--- config.mk ---
export PLATFORM = sky130hd
export DESIGN_NAME = fifo_pixel_unpacker
export DESIGN_NICKNAME = d
export VERILOG_FILES = /design/src/rtl/fifo_pixel_unpacker_pkg.sv /design/src/rtl/fifo_pixel_unpacker.sv
export SDC_FILE = /design/constraint.sdc
export NUM_CORES = 1
export LEC_CHECK = 0
export ABC_AREA = 1
export CAP_MARGIN = 10
export CORE_MARGIN = 2
export CORE_UTILIZATION = 46
export DETAILED_ROUTE_END_ITERATION = 16
export MAX_ROUTING_LAYER = met4
export PLACE_DENSITY_LB_ADDON = 0.3
export SYNTH_ARGS = -nofsm -noshare
export SYNTH_HDL_FRONTEND = slang
export SYNTH_SLANG_ARGS = --single-unit
--- constraint.sdc ---
create_clock -name CLK -period 8.8 [get_ports CLK]
set_input_delay 0.88 -clock CLK [delete_from_list [all_inputs] [get_ports CLK]]
set_output_delay 0.88 -clock CLK [all_outputs]
set_load 0.01 [all_outputs]
--- src/rtl/fifo_pixel_unpacker_pkg.sv ---
// Shared types and elaboration helpers for the FWFT pixel unpacker.
package fifo_pixel_unpacker_pkg;

    typedef enum logic {
        ST_EMPTY = 1'b0,
        ST_HOLD  = 1'b1
    } state_e;

    // Bits needed to index n items; never less than 1 so degenerate sizes still elaborate.
    function automatic int log2(input int n);
        int r;
        r = 0;
        for (int i = 0; i < 32; i++) begin
            if ((1 << r) < n) r++;
        end
        return (r == 0) ? 1 : r;
    endfunction

endpackage

--- src/rtl/fifo_pixel_unpacker.sv ---
// Pops wide words from a first-word-fall-through FIFO and streams them out as pixels,
// LSB first, tagging start/end of line and counting completed lines.
module fifo_pixel_unpacker
    import fifo_pixel_unpacker_pkg::*;
#(
    parameter int DELAY     = 1,
    parameter int IN_WIDTH  = 256,
    parameter int PIX_WIDTH = 16,
    parameter int LINE_PIX  = 2048,
    parameter int LCNT_W    = 16
) (
    input  logic                 CLK,
    input  logic                 RESET,
    input  logic                 fifo_empty,
    input  logic [IN_WIDTH-1:0]  fifo_dout,
    output logic                 fifo_rden,
    output logic                 pix_valid,
    input  logic                 pix_ready,
    output logic [PIX_WIDTH-1:0] pix_data,
    output logic                 pix_sol,
    output logic                 pix_eol,
    output logic [LCNT_W-1:0]    line_count
);

    localparam int N_PIX  = IN_WIDTH / PIX_WIDTH;
    localparam int PIDX_W = log2(N_PIX);
    localparam int CCNT_W = log2(LINE_PIX);
    localparam logic [PIDX_W-1:0] PIDX_MAX = PIDX_W'(N_PIX - 1);
    localparam logic [CCNT_W-1:0] CCNT_MAX = CCNT_W'(LINE_PIX - 1);

    // A word must never straddle two lines, otherwise sol/eol tagging breaks.
    if ((IN_WIDTH % PIX_WIDTH) != 0 || (LINE_PIX % N_PIX) != 0 || DELAY < 0) begin : g_param_err
        $error("fifo_pixel_unpacker: bad parameters (IN_WIDTH/PIX_WIDTH/LINE_PIX)");
    end

    state_e                state_q, state_d;
    logic [IN_WIDTH-1:0]   word_q,  word_d;
    logic [PIDX_W-1:0]     pidx_q,  pidx_d;
    logic                  vld_q,   vld_d;
    logic [CCNT_W-1:0]     ccnt_q,  ccnt_d;
    logic [LCNT_W-1:0]     lcnt_q,  lcnt_d;
    logic                  xfer, last, load;

    always_comb begin
        state_d = state_q;
        word_d  = word_q;
        pidx_d  = pidx_q;
        vld_d   = vld_q;
        ccnt_d  = ccnt_q;
        lcnt_d  = lcnt_q;
        xfer    = vld_q && pix_ready;
        last    = xfer && (pidx_q == PIDX_MAX);
        // Gated by RESET so a word is never popped while it would be thrown away.
        load    = !RESET && !fifo_empty && (state_q == ST_EMPTY || last);

        if (xfer) begin
            ccnt_d = (ccnt_q == CCNT_MAX) ? '0 : ccnt_q + 1'b1;
            if (ccnt_q == CCNT_MAX) lcnt_d = lcnt_q + 1'b1;
            if (!last) begin
                pidx_d = pidx_q + 1'b1;
                word_d = word_q >> PIX_WIDTH;
            end else begin
                state_d = ST_EMPTY;
                vld_d   = 1'b0;
            end
        end

        // Reload on the last transfer overrides the drain, giving zero-bubble streaming.
        if (load) begin
            word_d  = fifo_dout;
            pidx_d  = '0;
            state_d = ST_HOLD;
            vld_d   = 1'b1;
        end
    end

    always_ff @(posedge CLK or posedge RESET) begin
        if (RESET) begin
            state_q <= ST_EMPTY;
            word_q  <= '0;
            pidx_q  <= '0;
            vld_q   <= 1'b0;
            ccnt_q  <= '0;
            lcnt_q  <= '0;
        end else begin
            state_q <= state_d;
            word_q  <= word_d;
            pidx_q  <= pidx_d;
            vld_q   <= vld_d;
            ccnt_q  <= ccnt_d;
            lcnt_q  <= lcnt_d;
        end
    end

    assign fifo_rden  = load;
    assign pix_valid  = vld_q;
    assign pix_data   = word_q[PIX_WIDTH-1:0];
    assign pix_sol    = vld_q && (ccnt_q == '0);
    assign pix_eol    = vld_q && (ccnt_q == CCNT_MAX);
    assign line_count = lcnt_q;

endmodule

# Yosys cells after proc, flatten, opt, wreduce, memory -nomap -nowiden
# Index checks and enable logic that the tools add are counted.
[totals]
ff_bits = 288
elab_cells = 37
out_inout_bits = 36
input_bits = 260
[op_classes]
bitwise = 1
mux = 10
addsub = 3
n_eq_ne = 3
n_reduce_logical = 15
[op_table]
columns = ["operator", "n"]
rows = [
  ["2-to-1 mux 256 bit", 3],
  ["adder 16 x 1 -> 16 bit (second input constant)", 1],
  ["2-to-1 mux 4 bit", 3],
  ["adder 11 x 1 -> 11 bit (second input constant)", 1],
  ["== test 11 bit (second input constant)", 1],
  ["logical NOT 11 bit", 1],
  ["2-to-1 mux 11 bit", 1],
  ["logical AND 1 bit", 6],
  ["AND reduction 2 bit", 3],
  ["adder 4 x 1 -> 4 bit (second input constant)", 1],
  ["== test 4 bit (second input constant)", 1],
  ["nonzero test 2 bit", 2],
  ["2-to-1 mux 1 bit", 3],
  ["logical NOT 1 bit", 2],
  ["inequality test 2 bit (second input constant)", 1],
  ["logical OR 1 bit", 1],
  ["inverter 1 bit", 1],
]

# Depth between registers and ports, before layout
[depth]
ltp_word = 6
ltp_mapped = 9
ltp_nobuf = 8

# Worst setup path before layout
# OpenSTA, ideal clock, no wires.
[synth_timing]
kind = "input -> output"
from = "input pix_ready"
to = "output fifo_rden"
required_ps = 7920
arrival_ps = 1690
slack_ps = 6230
path_buffers = 2
cell_stages = 6
path_cell_list = "nand2_2 > o21ai_1 > nand2_1 > inv_2 > buf_4 > buf_2"
[synth_between]
elab_chain_cells = 4
[synth_lines]
columns = ["item", "line", "source"]
rows = [
  ["from (decl)", "fifo_pixel_unpacker.sv:18", "input logic pix_ready,"],
  ["logical AND 1 bit", "fifo_pixel_unpacker.sv:51", "xfer = vld_q && pix_ready;"],
  ["logical AND 1 bit", "fifo_pixel_unpacker.sv:52", "last = xfer && (pidx_q == PIDX_MAX);"],
  ["logical OR 1 bit", "fifo_pixel_unpacker.sv:54", "load = !RESET && !fifo_empty && (state_q == ST_EMPTY || last);"],
  ["logical AND 1 bit", "fifo_pixel_unpacker.sv:54", ""],
  ["to (decl)", "fifo_pixel_unpacker.sv:16", "output logic fifo_rden,"],
]
# Every way passes these cells.

# Worst setup path after layout
# Same ends and word-level chain as after synthesis.

==> results.md <==
- Outcome: complete, no violations
- Worst Hold Class: flip-flop to flip-flop
- Crit Path Category: input pin to primary output
- Post-CTS sizing: 0
- R2R Path Start: pidx_q[0]$_DFFE_PP0P_
- Syn nets: 1917
- Filler cell count: 2500
- Maxcap violations: 0
- Io pins: 296
- # clock sinks: between 200 and 300
- Ys async rst share: between 90% and 100%
- Startpoint Class: input pin
- Clk buf depth: 3
- Synth area leader: dfrtp_1
- Post-CTS Setup Bufs: 0
- Initial DRC count: 1352
- Share of cells above drive strength 1: about 3.9%
- Gr usage total: 25.7%
- Cell area after synthesis: approximately 13000 sq um
- CTS tree: built
- Total Routed Length: 38700 um
- CP max-delay cell: inv_8
- Nets: roughly 2100
- Delay-heaviest family, CP: buffers and inverters
- EDFF count, synth: 0
- Cell Area, Placed: around 16000 sq um
- WP buf/inv: 3
- Instance count on the critical path: 6
- Via/cell ratio: 5.41
- Comb pwr share: between 20% and 30%
- Pwr Density: around 270 nW/um^2
- Final min period: roughly 4.6 ns
- Core Box Area: between 20000 and 30000 sq um
- Switching share of power: a little under a third
- Part of the power in registers: 46.2%
- Number of diodes: 0
- WP data arrival: about 3.7 ns
- Pins over their slew limit: 0
- TritonRoute pass-1 iters: 7
- VDD IR max: 0.000153 V
- Clk network pwr share: between 20 and 30%
- Leak Pwr: 8.19 nW
- Crit-path max cell delay: 0.78 ns
- Post-DP HPWL: approximately 26000 um
- Post-route ant nets: 0
- Clock Pin Slew Worst Setup and Hold Paths: ~0.060 ns
- Synth Register Bits: 288
- Crit share post-route: between 50 and 60%
- Hold_sp: word_q[162]$_DFFE_PP0P_
- Gp weighted congestion: roughly 0.9
- Largest net degree at the start of global routing: 154
- Final Setup Violations: 0
- Final Hold Fails: 0
- Unrepaired setup endpoints after global routing: no
- Max Fclk: approximately 220 MHz
- First-pass GRT wire length: 61600 um
- Sequential share of the synthesized area: 54.0%
- Most common cell in the synthesized netlist: nand2_1
- Cells after synthesis: 1653
- Internal power: around 3.1 mW
- Initial antenna violation count: 0
- H-tree depth: 1
- Final Core Density: approximately 60%
- Die Wd: between 150 and 200 um
- Hold_buf cts: 0
- Wire per inst: 17.1 um
- Via Count: around 12000
- Sum Neg Setup Slack: 0 ns
- Worst-path cell chain: clkdlybuf4s50_1 > nand2_2 > o21ai_1 > nand2_4 > inv_8 > clkdlybuf4s50_1
- Skew-Pair Late Insertion Delay: 0.55 ns
- Worst-Margin Slew: 1.13 ns
- Endpoint class of the critical path: primary output
- Mapped Avg Cell Area: around 8.1 sq um
- Most frequent cells after synthesis: nand2_1 (610), nand3_1 (501), dfrtp_1 (288)
- IO Port Bufs: ~300
- Post-route DRC violation count: 0
- Setup Skew: 0.0104 ns
- Num rows: 62
- Post-synth cell types: 26
- Initial Util: between 40 and 50%
- CP Max Fanout: around 150
- Critical Path Sink: fifo_rden
- YS warnings: 0
- Vias in the first global route: 11800
- CTS Buf Count: 31
- Design Area, Final: 17300 sq um
- Cell mode on critical path: clkdlybuf4s50_1
- Worst reg-to-reg setup slack: between 5 and 6 ns
- Top-area cell type share of the netlist area: between 50 and 60%
- Die area: between 30000 and 40000 sq um
- Grt ovf: 0
- WP data required: between 7 and 8 ns
- Die height: about 170 um
- Root Buffer: clkbuf_16
- Worst r2r path cells: 8
- Critical path launch point: pix_ready
- Rel. slew slack: ~25%
- NetSw: between 1 and 1.5 mW
- Worst R2R End: word_q[126]$_DFFE_PP0P_
- Predominant post-synthesis flop cell: dfrtp_1
- Top cells by area, synth: dfrtp_1 (54%), nand3_1 (19%), nand2_1 (17%), buf_4 (1.8%), buf_2 (1.8%)
- Area Growth Syn to Fin: 29.9%
[per-layer routing]
metal  wire (um)  global-route usage, %
met1       17000                   35.8
met3        2370                   2.80
met5           0                      -
met2       18000                   39.0
met4        1390                   9.38
[through the flow]
step | instances | worst slack [ns] | hold WS (ns) | total power [mW]
2_1_floorplan | 1653 | 4.10 | 0.466 | 2.84
3_3_place_gp | 2215 | 4.24 | 0.473 | 3.19
3_5_place_dp | 2215 | 4.20 | 0.478 | 3.24
4_1_cts | 2272 | 4.19 | 0.487 | 4.63
5_1_grt | 2272 | 3.98 | 0.516 | 4.88
6_report | 2272 | 4.18 | 0.483 | 4.60
[tightest hold or removal path: stages, from the launching register on]
cell and delay (ns):
dfrtp_1 0.34, nand2_1 0.05, nand3_1 0.06
[cell type report]
cell class / instances / area [sq um] / share of cell area, %
timing repair buffer: 306 / 3040 / 17.5
multi-input combinational: 1206 / 5370 / 31.0
sequential: 288 / 7210 / 41.6
clock buffer: 44 / 925 / 5.34
tap: 384 / 480 / 2.77
clock inverter: 13 / 169 / 0.975
inverter: 31 / 135 / 0.780
[layout by cell type (no fill, tap or decap)]
cell type,instances
nand2_1,609
nand3_1,501
clkdlybuf4s50_1,295
dfrtp_1,288
clkbuf_16,31
nor2_1,28
inv_1,27
o21ai_0,25
buf_4,11
xor2_1,10
clkbuf_8,10
clkinv_2,8
nand4_1,7
nor3_1,4
nand3b_1,4
ha_1,4
bufinv_16,4
clkbuf_1,3
inv_8,2
nor2_2,2
a21oi_1,2
xnor2_1,2
nand2_2,1
o21ai_1,1
nand2_4,1
inv_2,1
nand2_8,1
nor3b_1,1
clkinvlp_4,1
and3_1,1
and2_1,1
o21bai_1,1
inv_6,1
[registers in the layout, summed over array words and instances, names as in the netlist]
| register | flops |
|---|---|
| word_q | 256 |
| line_count | 16 |
| ccnt_q | 11 |
| pidx_q | 4 |
| pix_valid | 1 |
[worst min path at each step]
stage	depth (start not counted)	to	slack [ns]
detailed placement	2	word_q[146]$_DFFE_PP0P_	0.48
floorplan	2	word_q[0]$_DFFE_PP0P_	0.47
global route	2	word_q[146]$_DFFE_PP0P_	0.52
global placement	2	word_q[164]$_DFFE_PP0P_	0.47
CTS	2	word_q[146]$_DFFE_PP0P_	0.49
finish	2	word_q[146]$_DFFE_PP0P_	0.48
[power by group through the flow]
stage / Clock [mW] / Sequential [mW] / Combinational [mW]
after floorplan: 0 / 2.03 / 0.804
final: 1.37 / 2.12 / 1.10
after detailed placement: 0 / 2.14 / 1.11
after CTS: 1.40 / 2.12 / 1.11
after global placement: 0 / 2.12 / 1.07
after global routing: 1.45 / 2.17 / 1.26
[cell families after synthesis]
| group | count (synthesis) | synth area share [%] |
|---|---|---|
| compound gates | 29 | 1.11 |
| simple gates | 1161 | 37.8 |
| xor+xnor | 12 | 0.788 |
| flops | 288 | 54.0 |
| buf+inv | 159 | 5.87 |
| fa+ha+maj | 4 | 0.375 |
(Power assumes the default switching activity.)
